===== src/rtl/game_sequencer_if.sv =====
// game_sequencer_if
//   Bundles the button inputs, the cursor feedback and the round-status outputs
//   that pass between the game round controller and the rest of the system.
//   master : board/display side. Drives start, confirm and match, and observes the status.
//   slave  : game_sequencer. Observes the buttons and the cursor, and drives the status.
//   Signals:
//     start, confirm : debounced buttons (level)
//     match[2:0]     : cursor square reported by the active step block (0..3)
//     step[2:0]      : current level (0 = idle)
//     variety[2:0]   : target square (0..3)
//     score[7:0]     : total hits, saturating
//     lives[1:0]     : remaining lives
//     hit_pulse, miss_pulse : one-cycle judgement strobes
//     game_over, win : end-of-game status flags
interface game_sequencer_if;
  logic       start;
  logic       confirm;
  logic [2:0] match;
  logic [2:0] step;
  logic [2:0] variety;
  logic [7:0] score;
  logic [1:0] lives;
  logic       hit_pulse;
  logic       miss_pulse;
  logic       game_over;
  logic       win;

  modport master (
    output start, confirm, match,
    input  step, variety, score, lives, hit_pulse, miss_pulse, game_over, win
  );

  modport slave (
    input  start, confirm, match,
    output step, variety, score, lives, hit_pulse, miss_pulse, game_over, win
  );
endinterface


===== src/rtl/game_sequencer.sv =====
// game_sequencer
//   Round controller for the 4-square colour matching game. It picks a target
//   square for each round, judges confirm presses and round timeouts, and keeps
//   score, lives, level progress and the win/game-over status.
//   Ports:
//     clk25MHz : system clock
//     rst      : synchronous reset, active-high
//     bus      : game_sequencer_if.slave. Provides the button and cursor inputs
//                and carries all registered status outputs.
module game_sequencer #(
  parameter int unsigned ROUND_CYCLES  = 25_000_000,
  parameter int unsigned HITS_PER_STEP = 4,
  parameter int unsigned MAX_STEP      = 5,
  parameter int unsigned START_LIVES   = 3
) (
  input  logic              clk25MHz,
  input  logic              rst,
  game_sequencer_if.slave   bus
);

  localparam int unsigned TW = $clog2(ROUND_CYCLES + 1);
  localparam int unsigned HW = $clog2(HITS_PER_STEP + 1);
  localparam logic [TW-1:0] TIMER_LOAD = TW'(ROUND_CYCLES - 1);
  localparam logic [HW-1:0] HITS_GOAL  = HW'(HITS_PER_STEP);
  localparam logic [2:0]    LAST_STEP  = 3'(MAX_STEP);
  localparam logic [1:0]    LIVES_INIT = 2'(START_LIVES);

  typedef enum logic [2:0] {
    S_IDLE = 3'd0,
    S_LOAD = 3'd1,
    S_PLAY = 3'd2,
    S_HIT  = 3'd3,
    S_MISS = 3'd4,
    S_WIN  = 3'd5,
    S_OVER = 3'd6
  } state_t;

  state_t        state_q, state_d;
  logic [2:0]    step_q, step_d;
  logic [2:0]    variety_q, variety_d;
  logic [7:0]    score_q, score_d;
  logic [1:0]    lives_q, lives_d;
  logic [HW-1:0] hit_cnt_q, hit_cnt_d;
  logic [TW-1:0] timer_q, timer_d;
  logic [7:0]    lfsr_q, lfsr_d;
  logic          start_prev_q, confirm_prev_q;
  logic          hit_pulse_q, hit_pulse_d;
  logic          miss_pulse_q, miss_pulse_d;
  logic          game_over_q, game_over_d;
  logic          win_q, win_d;
  logic          start_rise, confirm_rise;

  // 8-bit Fibonacci LFSR step, taps 8,6,5,4
  function automatic logic [7:0] lfsr_next(input logic [7:0] v);
    return {v[6:0], v[7] ^ v[5] ^ v[4] ^ v[3]};
  endfunction

  // Target choice: the random candidate moves one square on if it equals the cursor,
  // so a fresh target can never already be matched
  function automatic logic [2:0] pick_target(input logic [1:0] rnd, input logic [2:0] cursor);
    logic [2:0] cand;
    cand = {1'b0, rnd};
    if (cand == cursor) begin
      return {1'b0, rnd + 2'd1};
    end else begin
      return cand;
    end
  endfunction

  assign start_rise   = bus.start & ~start_prev_q;
  assign confirm_rise = bus.confirm & ~confirm_prev_q;

  // Next-state and next-output logic of the round FSM
  always_comb begin
    state_d      = state_q;
    step_d       = step_q;
    variety_d    = variety_q;
    score_d      = score_q;
    lives_d      = lives_q;
    hit_cnt_d    = hit_cnt_q;
    timer_d      = timer_q;
    lfsr_d       = lfsr_next(lfsr_q);
    hit_pulse_d  = 1'b0;
    miss_pulse_d = 1'b0;

    case (state_q)
      S_IDLE: begin
        if (start_rise) begin
          state_d = S_LOAD;
        end else begin
          state_d = S_IDLE;
        end
      end

      S_LOAD: begin
        variety_d = pick_target(lfsr_q[1:0], bus.match);
        timer_d   = TIMER_LOAD;
        if (step_q == 3'd0) begin
          step_d = 3'd1;
        end else begin
          step_d = step_q;
        end
        state_d = S_PLAY;
      end

      S_PLAY: begin
        if (timer_q != {TW{1'b0}}) begin
          timer_d = timer_q - TW'(1);
        end else begin
          timer_d = timer_q;
        end
        // A confirm press takes priority over a timeout that expires in the same cycle
        if (confirm_rise) begin
          if (bus.match == variety_q) begin
            state_d = S_HIT;
          end else begin
            state_d = S_MISS;
          end
        end else if (timer_q == {TW{1'b0}}) begin
          state_d = S_MISS;
        end else begin
          state_d = S_PLAY;
        end
      end

      S_HIT: begin
        hit_pulse_d = 1'b1;
        if (score_q != 8'd255) begin
          score_d = score_q + 8'd1;
        end else begin
          score_d = score_q;
        end
        if (hit_cnt_q + HW'(1) == HITS_GOAL) begin
          hit_cnt_d = {HW{1'b0}};
          if (step_q == LAST_STEP) begin
            state_d = S_WIN;
          end else begin
            step_d  = step_q + 3'd1;
            state_d = S_LOAD;
          end
        end else begin
          hit_cnt_d = hit_cnt_q + HW'(1);
          state_d   = S_LOAD;
        end
      end

      S_MISS: begin
        miss_pulse_d = 1'b1;
        if (lives_q <= 2'd1) begin
          lives_d = 2'd0;
          state_d = S_OVER;
        end else begin
          lives_d = lives_q - 2'd1;
          state_d = S_LOAD;
        end
      end

      S_WIN, S_OVER: begin
        if (start_rise) begin
          score_d   = 8'd0;
          lives_d   = LIVES_INIT;
          hit_cnt_d = {HW{1'b0}};
          step_d    = 3'd0;
          state_d   = S_LOAD;
        end else begin
          state_d = state_q;
        end
      end

      default: begin
        state_d = S_IDLE;
      end
    endcase

    // Status flags are registered alongside the state so they track it exactly
    win_d       = (state_d == S_WIN);
    game_over_d = (state_d == S_OVER);
  end

  // State, datapath and output registers
  always_ff @(posedge clk25MHz) begin
    if (rst) begin
      state_q        <= S_IDLE;
      step_q         <= 3'd0;
      variety_q      <= 3'd0;
      score_q        <= 8'd0;
      lives_q        <= LIVES_INIT;
      hit_cnt_q      <= {HW{1'b0}};
      timer_q        <= {TW{1'b0}};
      lfsr_q         <= 8'hA5;
      start_prev_q   <= 1'b0;
      confirm_prev_q <= 1'b0;
      hit_pulse_q    <= 1'b0;
      miss_pulse_q   <= 1'b0;
      game_over_q    <= 1'b0;
      win_q          <= 1'b0;
    end else begin
      state_q        <= state_d;
      step_q         <= step_d;
      variety_q      <= variety_d;
      score_q        <= score_d;
      lives_q        <= lives_d;
      hit_cnt_q      <= hit_cnt_d;
      timer_q        <= timer_d;
      lfsr_q         <= lfsr_d;
      start_prev_q   <= bus.start;
      confirm_prev_q <= bus.confirm;
      hit_pulse_q    <= hit_pulse_d;
      miss_pulse_q   <= miss_pulse_d;
      game_over_q    <= game_over_d;
      win_q          <= win_d;
    end
  end

  assign bus.step       = step_q;
  assign bus.variety    = variety_q;
  assign bus.score      = score_q;
  assign bus.lives      = lives_q;
  assign bus.hit_pulse  = hit_pulse_q;
  assign bus.miss_pulse = miss_pulse_q;
  assign bus.game_over  = game_over_q;
  assign bus.win        = win_q;

endmodule


===== src/flat_wrapper.sv =====
// flat-port wrapper written by rule: the top's interface ports become plain ports
module game_sequencer_flat 
#(
  parameter int unsigned ROUND_CYCLES  = 25_000_000,
  parameter int unsigned HITS_PER_STEP = 4,
  parameter int unsigned MAX_STEP      = 5,
  parameter int unsigned START_LIVES   = 3
)
  (clk25MHz, rst, bus_start, bus_confirm, bus_match, bus_step, bus_variety, bus_score, bus_lives, bus_hit_pulse, bus_miss_pulse, bus_game_over, bus_win);
  game_sequencer_if bus_i ();
  input  logic clk25MHz;
  input  logic rst;
  input wire logic [$bits(bus_i.start)-1:0] bus_start;
  input wire logic [$bits(bus_i.confirm)-1:0] bus_confirm;
  input wire logic [$bits(bus_i.match)-1:0] bus_match;
  output wire logic [$bits(bus_i.step)-1:0] bus_step;
  output wire logic [$bits(bus_i.variety)-1:0] bus_variety;
  output wire logic [$bits(bus_i.score)-1:0] bus_score;
  output wire logic [$bits(bus_i.lives)-1:0] bus_lives;
  output wire logic [$bits(bus_i.hit_pulse)-1:0] bus_hit_pulse;
  output wire logic [$bits(bus_i.miss_pulse)-1:0] bus_miss_pulse;
  output wire logic [$bits(bus_i.game_over)-1:0] bus_game_over;
  output wire logic [$bits(bus_i.win)-1:0] bus_win;
  assign bus_i.start = bus_start;
  assign bus_i.confirm = bus_confirm;
  assign bus_i.match = bus_match;
  assign bus_step = bus_i.step;
  assign bus_variety = bus_i.variety;
  assign bus_score = bus_i.score;
  assign bus_lives = bus_i.lives;
  assign bus_hit_pulse = bus_i.hit_pulse;
  assign bus_miss_pulse = bus_i.miss_pulse;
  assign bus_game_over = bus_i.game_over;
  assign bus_win = bus_i.win;
  game_sequencer #(.ROUND_CYCLES(ROUND_CYCLES), .HITS_PER_STEP(HITS_PER_STEP), .MAX_STEP(MAX_STEP), .START_LIVES(START_LIVES)) u_core (.clk25MHz(clk25MHz), .rst(rst), .bus(bus_i));
endmodule

===== config.mk =====
export PLATFORM = sky130hd
export DESIGN_NAME = game_sequencer_flat
export DESIGN_NICKNAME = d
export VERILOG_FILES = /design/src/rtl/game_sequencer_if.sv /design/src/rtl/game_sequencer.sv /design/src/flat_wrapper.sv
export SDC_FILE = /design/constraint.sdc
export NUM_CORES = 1
export LEC_CHECK = 0
export BUFFER_PORTS_ARGS = -buffer_cell sky130_fd_sc_hd__buf_4
export CAP_MARGIN = 20
export CORE_UTILIZATION = 51
export DETAILED_ROUTE_END_ITERATION = 6
export PLACE_DENSITY = 0.7
export SLEW_MARGIN = 0
export SYNTH_ARGS = -nofsm -noshare
export SYNTH_HDL_FRONTEND = slang
export SYNTH_SLANG_ARGS = --single-unit

===== constraint.sdc =====
create_clock -name clk25MHz -period 3.6 [get_ports clk25MHz]
set_clock_uncertainty 0.1 [all_clocks]
set_input_delay 0.72 -clock clk25MHz [delete_from_list [all_inputs] [get_ports clk25MHz]]
set_output_delay 0.72 -clock clk25MHz [all_outputs]
set_load 0.03 [all_outputs]

Yosys cells after proc, flatten, opt, wreduce, memory -nomap -nowiden
Cells that the tools add are included.
{"block": "word_totals", "mem_bits_ro": 0, "mem_count": 0, "register_bits": 61, "output_inout_bits": 20, "latchBits": 0, "ramBits": 0}
{"block": "classes", "n_shift": 0, "magnitude_cmp": 1, "bitwise": 7, "n_eq_ne": 19, "div_mod_pow": 0, "muxes": 27, "n_reduce_logical": 14, "addsub": 6, "n_mul": 0}
{"op": "$pmux W25 S2", "count": 1}
{"op": "$mux W3", "count": 12}
{"op": "$logic_not A25 Y1", "count": 1}
{"op": "$mux W25", "count": 1}
{"op": "$reduce_bool A25 Y1", "count": 1}
{"op": "$sub A25 B1 Y25 const B", "count": 1}
{"op": "$eq A3 B3 Y1 const B", "count": 7}
{"op": "$pmux W3 S6", "count": 1}
{"op": "$mux W8", "count": 2}
{"op": "$pmux W8 S2", "count": 1}
{"op": "$ne A2 B1 Y1 const B", "count": 5}
{"op": "$pmux W3 S3", "count": 1}
{"op": "$add A8 B1 Y8 const B", "count": 1}
{"op": "$ne A8 B8 Y1 const B", "count": 1}
{"op": "$add A3 B1 Y3 const B", "count": 2}
{"op": "$eq A3 B2 Y1 const B", "count": 2}
{"op": "$logic_not A3 Y1", "count": 2}
{"op": "$mux W2", "count": 3}
{"op": "$pmux W3 S2", "count": 1}
{"op": "$reduce_and A2 Y1", "count": 3}
{"op": "$reduce_bool A2 Y1", "count": 3}
{"op": "$reduce_and A5 Y1", "count": 1}
{"op": "$pmux W2 S2", "count": 1}
{"op": "$eq A2 B3 Y1", "count": 1}
{"op": "13 further kinds", "count": 19}

Depth between registers and ports, before layout
Gate-level depths: netlist (run 1).
{"block": "logic_depth", "ltp_word": 5, "depth_mapped": 8}

Worst setup path before layout (run 1)
No wires, ideal clock.
{"block": "synth_path", "path_type": "register -> register", "start": "register u_core.timer_q[17]", "end": "register u_core.timer_q[20]", "t_arrival_ps": 2177, "path_buffers": 1, "stages_incl_launch_ff": 7, "setup_slack_ps": 1223, "cell_sequence": "dfxtp_1 or4_4 or4_4 buf_6 o211ai_4 nor3_2 a2111oi_4"}
{"block": "synth_between", "elab_chain_cells": 3, "word_cells_on_any_way": 6, "cone_classes": "1 x add/sub; 1 x eq/ne; 2 x mux; 2 x reduce/logical"}
{"item": "start, declared", "line_no": "game_sequencer.sv:44", "rtl": "logic [TW-1:0] timer_q, timer_d;"}
{"item": "start signal, assigned", "line_no": "game_sequencer.sv:189", "rtl": "timer_q <= {TW{1'b0}};"}
{"item": "start signal, assigned", "line_no": "game_sequencer.sv:204", "rtl": "timer_q <= timer_d;"}
{"item": "$sub A25 B1 Y25 / $reduce_bool A25 Y1 (equally long branches)", "line_no": "game_sequencer.sv:108, game_sequencer.sv:107"}
{"item": "$mux W25 / $ne A2 B1 Y1 (equally long branches)"}
{"item": "$pmux W25 S2 / $reduce_and A2 Y1 (equally long branches)"}
Several ways; a longest one is shown, not always the timed one. The select of a mux whose other input is x is not followed.
A chain may end at the register's enable or synchronous reset.

Final worst setup path (run 1)
{"block": "layout_path", "start": "register u_core.state_q[0]", "end": "register u_core.timer_q[21]"}
{"block": "layout_between", "elab_chain_cells": 3, "word_cells_on_any_way": 6, "cone_classes": "3 x eq/ne; 1 x mux; 2 x reduce/logical"}
{"item": "start, declared", "line_no": "game_sequencer.sv:38", "rtl": "state_t state_q, state_d;"}
{"item": "start signal, assigned", "line_no": "game_sequencer.sv:198", "rtl": "state_q <= state_d;"}
{"item": "$eq A3 B2 Y1 / $eq A3 B1 Y1 (equally long branches)", "line_no": "game_sequencer.sv:86", "rtl": "case (state_q)"}
{"item": "$ne A2 B1 Y1 (no source line) / $reduce_bool A2 Y1 (equally long branches)"}
{"item": "$reduce_and A2 Y1 (no source line)"}
Several ways; a longest one is shown, not always the timed one.

==> impl_metrics.py, run 1 <==
metrics = {
    "outcome": {
        "outcome": "completed",
    },
    "sta": {
        "final.min_clock_period_ps": 2850,
        "worst_slew_pin_slew_ps": 895,
        "drv_slew": 0,
        "final.setup.tns_ps": 0,
        "hold_viol_final": 0,
        "relSlewSlack_pct": 39.8,
        "setup_viol": 0,
        "fin_ws_ps": 750,
        "timing.fmax_ghz": 0.351,
        "period_share_pct": 79.2,
        "grt_setup_unrepaired": "no",
    },
    "clock_tree": {
        "post_cts_resized": 0,
        "cts_buffer_depth": 2,
        "hold_buffers": 0,
        "cts_tree": "built",
        "htree_levels": 3,
        "cts_num_sinks": 60,
        "clock-root-buffer": "clkbuf_8",
        "post_cts_buffers": 0,
        "clock_latency_ps": 350,
        "cts_buffers": 9,
        "clk_pin_slew_ps": 70,
    },
    "final_layout": {
        "utilization_pct": 61.2,
        "drive_gt1_share_pct": 19.0,
        "areaGrowthSynthToFinish_pct": 12.3,
        "diodes": 0,
        "nets": 384,
    },
    "synthesis": {
        "syn_area_per_cell_um2": 8.81,
        "ys_ff_latch": 60,
        "dominantRegCellSynth": "dfxtp_1",
        "asyncSetResetFlopFracSynth_pct": 0,
        "synthesis.area_um2": 3070,
        "synth_common_cells": "dfxtp_1 (60), nor2_1 (30), a21oi_1 (22)",
        "yosysTopAreaCellShare_pct": 39.1,
        "yosysTopAreaCell": "dfxtp_1",
        "synth.distinct_cells": 61,
        "synth-edff-count": 0,
        "yosysWarnings": 0,
        "yosysMostFrequentCell": "dfxtp_1",
        "yosys-top-cells-area": "dfxtp_1 (39%), nor2_1 (3.7%), a21oi_1 (3.6%)",
        "netlist_instances": 349,
        "synth_fp_nets": 364,
        "seq_area_frac_synth_pct": 39.1,
    },
    "route": {
        "vias": 2613,
        "detail-route-antenna-nets": 0,
        "firstDrtPassIters": 6,
        "drc": 0,
        "totalWireLength_um": 6560,
        "wire_per_inst_um": 14.7,
        "drt_iter0_drc": 149,
        "via_per_inst": 5.86,
    },
    "setup_path": {
        "r2r_slack_ps": 750,
        "r2r_start": "u_core.state_q[0]",
        "crit_type": "flip-flop to flip-flop",
        "crit_path_start": "u_core.state_q[0]",
        "endpoint_kind": "flip-flop",
        "crit_arrival_ps": 3020,
        "startpoint_type": "flip-flop",
        "crit_path_max_fanout": 18,
        "worstPathRequired_ps": 3770,
    },
    "floorplanning": {
        "die_x_um": 79.6,
        "dieArea_um2": 6340,
        "initial_core_util_pct": 54.5,
        "boundaryPins": 27,
        "die-height_um": 79.6,
        "rows": 27,
        "core_area_um2": 5640,
    },
    "global_routing": {
        "track_usage_pct": 23.2,
        "grt_pass1_vias": 2423,
        "grt_pass1_wl_um": 11400,
        "antenna_found_initial": 0,
        "grt_max_degree": 39,
        "overflow": 0,
    },
    "power": {
        "swShare_pct": 35.3,
        "total_power_uw": 2000,
        "cellLeakagePower_uw": 0.00128,
        "switchingPower_uw": 707,
        "p_per_area_nw_per_um2": 581,
        "combPwrFrac_pct": 28.3,
        "power.share.clock_pct": 30.2,
        "cellInternalPower_uw": 1300,
        "seq_power_share_pct": 41.5,
        "vdd_drop_max_mv": 0.294,
    },
    "placed_design": {
        "hpwl_um": 4540,
        "gp_congestion": 0.856,
        "pre_cts_ws_ps": 783,
        "port_buffers": 25,
    },
    "job": {
        "cap_violations": 0,
    },
    "worst_hold_path": {
        "min_path_type": "flip-flop to flip-flop",
        "hold_path.startpoint": "u_core.lfsr_q[6]",
    },
}
[state kept, by name (all words and copies together) (netlist names)]
register / cells
u_core.timer_q: 25
u_core.bus.step: 3
u_core.bus.score: 8
u_core.bus.lives: 2
u_core.confirm_prev_q: 1
u_core.lfsr_q: 8
u_core.start_prev_q: 1
u_core.hit_cnt_q: 3
u_core.bus.win: 1
u_core.bus.game_over: 1
u_core.bus.hit_pulse: 1
u_core.state_q: 3
u_core.bus.variety: 2
u_core.bus.miss_pulse: 1
[cell usage in the layout, fill, tap and decap left out, types with 3 or more instances in the layout]
cell type   n
xor2_1     12
clkbuf_8    9
xnor2_1     8
nand2_1    20
or4_4       4
a21oi_1    22
nor2b_1    10
nand3_1    16
nor3b_1     3
a211oi_1    6
nor3_1      6
ha_1        8
or4_2       3
or3b_2      3
dfxtp_1    60
buf_4      26
a31oi_1    15
o21ai_0    13
inv_1       9
nor2_1     30
nor4_1      4
or3_1      11
or2_2       8
or4_1      10
o31ai_1    10
[power groups by stage]
stage	Clock, µW	Sequential [µW]	Combinational, µW
2_1_floorplan	0	820	488
3_3_place_gp	0	839	548
3_5_place_dp	0	842	562
4_1_cts	616	829	565
5_1_grt	648	845	631
6_report	606	831	567
[critical path, cell delays in order, from the launching register on]
cell	delay (ps)
dfxtp_1	660
or3b_2	710
nand3b_1	290
nor2_1	200
or4_2	640
a31oi_1	170
[cell families after synthesis]
family          Yosys count  synth area share [%]
other cells               1                 0.122
compound gates           87                  19.5
flops                    60                  39.1
simple gates            144                  27.0
buf+inv                  27                  4.68
xor+xnor                 20                  5.70
mux                       2                 0.692
fa+ha+maj                 8                  3.26
[layer usage]
| layer | wire [µm] | global-route usage (%) |
|---|---|---|
| met3 | 306 | 4.69 |
| met4 | 114 | 10.7 |
| met1 | 3140 | 32.0 |
| met2 | 3000 | 34.5 |
| met5 | 0 | 0 |
[final timing paths]
path / end / depth (start not counted)
setup / recovery: u_core.timer_q[21] / 5
hold reg to reg: u_core.lfsr_q[7] / 1
setup reg to reg: u_core.timer_q[21] / 5
hold / removal: u_core.lfsr_q[7] / 1
[metrics by stage]
step	instance area [µm²]	hold WS, ps	cells
finish	3450	312	446
global route	3450	337	446
CTS	3450	315	446
detailed placement	3250	296	430
global placement	3250	297	430
floorplan	3070	289	349
[final cells by class]
type                    count  area [µm²]
clock inverters             7        76.3
multi-input cells         262        1730
clock buffers               9         124
well taps                  72        90.1
inverters                  10        37.5
repair buffers             26         195
flip-flops and latches     60        1200
fillers                   512        2190
Power figures use the tool's default switching activity.
==> inputs of run 2 (changes only) <==
ABC_AREA = 1   (was unset)
PLACE_DENSITY = 0.72   (was 0.7)
clock period = 2.3 ns   (was 3.6 ns; I/O delays follow)
==> run 2 against run 1 <==
Compared with the run above: utilization decreased by 1.2 points; register-to-register slack got worse by 450 ps; combinational power grew 60%; sequential power rose by 43%; die area is 15% higher; critical path depth grew 4.
==> impl_metrics.py, run 2 <==
metrics = {
    "outcome": {
        "outcome": "completed",
    },
    "clock_tree": {
        "post_cts_buffers": 0,
        "clk_pin_slew_ps": 80,
        "htree_levels": 3,
        "clock-root-buffer": "clkbuf_8",
        "hold_buffers": 0,
        "cts_num_sinks": 60,
        "cts_buffers": 9,
        "cts_tree": "built",
        "clock_latency_ps": 360,
        "cts_buffer_depth": 2,
        "post_cts_resized": 0,
    },
    "setup_path": {
        "path_delay_family": "simple AND/OR/NAND/NOR gates",
        "path_common_cell": "nand2_4",
        "startpoint_type": "flip-flop",
        "cp_num_buf_inv": 1,
        "endpoint_kind": "flip-flop",
        "cpPeakStageDelay_ps": 340,
        "crit_arrival_ps": 2150,
        "crit_path_max_fanout": 25,
        "worstPathRequired_ps": 2450,
        "cp_slowest_cell": "dfxtp_1",
        "cp_cell_sequence": "inv_1 -> ha_1 -> nand2_1 -> nor3_2 -> nand2_2 -> nand2_4 -> nand2_4 -> a21oi_1 -> nor2_1",
        "rr_worst_depth": 9,
        "crit_cells": 9,
        "reg2reg_to": "u_core.timer_q[7]",
        "r2r_start": "u_core.timer_q[0]",
        "crit_type": "flip-flop to flip-flop",
        "r2r_slack_ps": 300,
    },
    "route": {
        "totalWireLength_um": 7960,
        "via_per_inst": 5.27,
        "wire_per_inst_um": 12.8,
        "drt_iter0_drc": 149,
        "firstDrtPassIters": 4,
        "detail-route-antenna-nets": 0,
        "vias": 3291,
        "drc": 0,
    },
    "power": {
        "switchingPower_uw": 1150,
        "cellLeakagePower_uw": 0.00172,
        "cellInternalPower_uw": 1930,
        "vdd_drop_max_mv": 0.478,
        "swShare_pct": 37.3,
        "power.share.clock_pct": 31.8,
        "p_per_area_nw_per_um2": 786,
        "seq_power_share_pct": 38.8,
        "combPwrFrac_pct": 29.4,
    },
    "floorplanning": {
        "core_area_um2": 6530,
        "initial_core_util_pct": 54.1,
        "boundaryPins": 27,
        "rows": 29,
        "die_x_um": 85.2,
        "dieArea_um2": 7260,
        "die-height_um": 85.2,
    },
    "synthesis": {
        "syn_area_per_cell_um2": 6.81,
        "synthesis.area_um2": 3530,
        "synth.distinct_cells": 39,
        "dominantRegCellSynth": "dfxtp_1",
        "yosys-top-cells-area": "dfxtp_1 (34%), nand2_1 (12%), nand3_1 (8.8%)",
        "asyncSetResetFlopFracSynth_pct": 0,
        "synth-edff-count": 0,
        "netlist_instances": 519,
        "ys_ff_latch": 60,
        "seq_area_frac_synth_pct": 34.0,
        "yosysTopAreaCell": "dfxtp_1",
        "synth_fp_nets": 534,
        "yosysTopAreaCellShare_pct": 34.0,
        "yosysMostFrequentCell": "nand2_1",
        "yosysWarnings": 0,
        "synth_common_cells": "nand2_1 (117), nor2_1 (80), nand3_1 (62)",
    },
    "final_layout": {
        "diodes": 0,
        "areaGrowthSynthToFinish_pct": 10.9,
        "drive_gt1_share_pct": 17.0,
        "utilization_pct": 60.0,
        "largest-register": "u_core.timer_q",
        "layout_commonest_cell": "nand2_1",
        "final_cell_mix": "nand2_1 (117), nor2_1 (80), nand3_1 (62), dfxtp_1 (60), inv_1 (42)",
        "fillers": 635,
        "nets": 557,
        "largest_register_ffs": 25,
    },
    "global_routing": {
        "grt_pass1_vias": 3021,
        "grt_max_degree": 50,
        "met3_usage_pct": 4.67,
        "antenna_found_initial": 0,
        "track_usage_pct": 23.7,
        "globalRouteMet2Util_pct": 40.8,
        "grt_pass1_wl_um": 13500,
        "grt-busiest-layer": "met2",
        "overflow": 0,
        "grtUsageMet1_pct": 28.6,
    },
    "sta": {
        "worst_slew_pin_slew_ps": 550,
        "timing.fmax_ghz": 0.500,
        "setup_viol": 0,
        "fin_ws_ps": 300,
        "hold_viol_final": 0,
        "final.min_clock_period_ps": 2000,
        "drv_slew": 0,
        "relSlewSlack_pct": 63.3,
        "period_share_pct": 87.0,
        "grt_setup_unrepaired": "no",
        "final.setup.tns_ps": 0,
    },
    "worst_hold_path": {
        "min_path_type": "primary input to flip-flop",
        "whs_path_depth": 3,
        "hold_path.startpoint": "bus_confirm",
        "hold_end": "u_core.confirm_prev_q",
    },
    "placed_design": {
        "gp_congestion": 0.901,
        "pre_cts_ws_ps": 320,
        "hpwl_um": 5460,
        "port_buffers": 25,
    },
    "job": {
        "cap_violations": 0,
    },
}
[run 2: changes by cell type after synthesis, moves of 7 or more]
cell	previous run	this run
o31ai_1	10	0
or4_1	10	0
inv_2	0	7
nand2_1	20	117
nand3_1	16	62
nor2b_1	10	0
nand4_1	0	10
nor2_1	30	80
a31oi_1	15	1
inv_1	9	42
or3_1	11	0
a21oi_1	22	38
[run 2: power by group through the flow]
stage                     clock network (µW)  logic, µW  registers (µW)
after floorplan                            0        746            1200
after global placement                     0        882            1210
after detailed placement                   0        901            1220
after CTS                               1000        904            1190
after global routing                    1050       1040            1200
final                                    979        906            1190
[run 2: worst max path at each step]
| stage | startpoint | endpoint | slack [ps] |
|---|---|---|---|
| floorplan | u_core.bus.score[1] | u_core.bus.score[0] | 500 |
| global placement | u_core.timer_q[0] | u_core.timer_q[7] | 380 |
| detailed placement | u_core.timer_q[0] | u_core.timer_q[7] | 320 |
| CTS | u_core.timer_q[0] | u_core.timer_q[7] | 290 |
| global route | u_core.timer_q[0] | u_core.timer_q[7] | 150 |
| finish | u_core.timer_q[0] | u_core.timer_q[7] | 300 |
[run 2: cells by family after synthesis]
logic type	after synthesis	share of synthesized area [%]
adder cells (fa/ha/maj)	8	2.83
AO/OA/AOI/OAI	58	9.07
XOR/XNOR	12	2.98
other	1	0.106
buffers and inverters	66	8.71
flip-flops	60	34.0
AND/OR/NAND/NOR	314	42.3
[run 2: cell type report]
class | count | area, µm² | area share [%]
Multi-Input combinational cell | 393 | 2020 | 51.6
Sequential cell | 60 | 1200 | 30.7
Timing Repair Buffer | 27 | 203 | 5.17
Inverter | 51 | 196 | 5.01
Clock buffer | 9 | 124 | 3.16
Tap cell | 77 | 96.3 | 2.46
Clock inverter | 7 | 75.1 | 1.92
[run 2: through the flow]
step           std cells  instance area [µm²]  total power, µW  hold slack [ps]
2_1_floorplan        519                 3530             1950              288
3_3_place_gp         608                 3720             2090              292
3_5_place_dp         608                 3720             2120              300
4_1_cts              624                 3920             3100              201
5_1_grt              624                 3920             3290              217
6_report             624                 3920             3080              210
[run 2: worst min-delay path, delay by kind of cell]
kind	cells	cell delay [ps]
buffers and inverters	2	110
AND/OR/NAND/NOR	1	70
[run 2: routing by layer]
layer  part of all wire, %  vias to the layer above
met1                    47                     1507
met5                     0                        -
met2                    47                       58
li1                      -                     1716
met4                   1.7                        0
met3                   4.1                       10
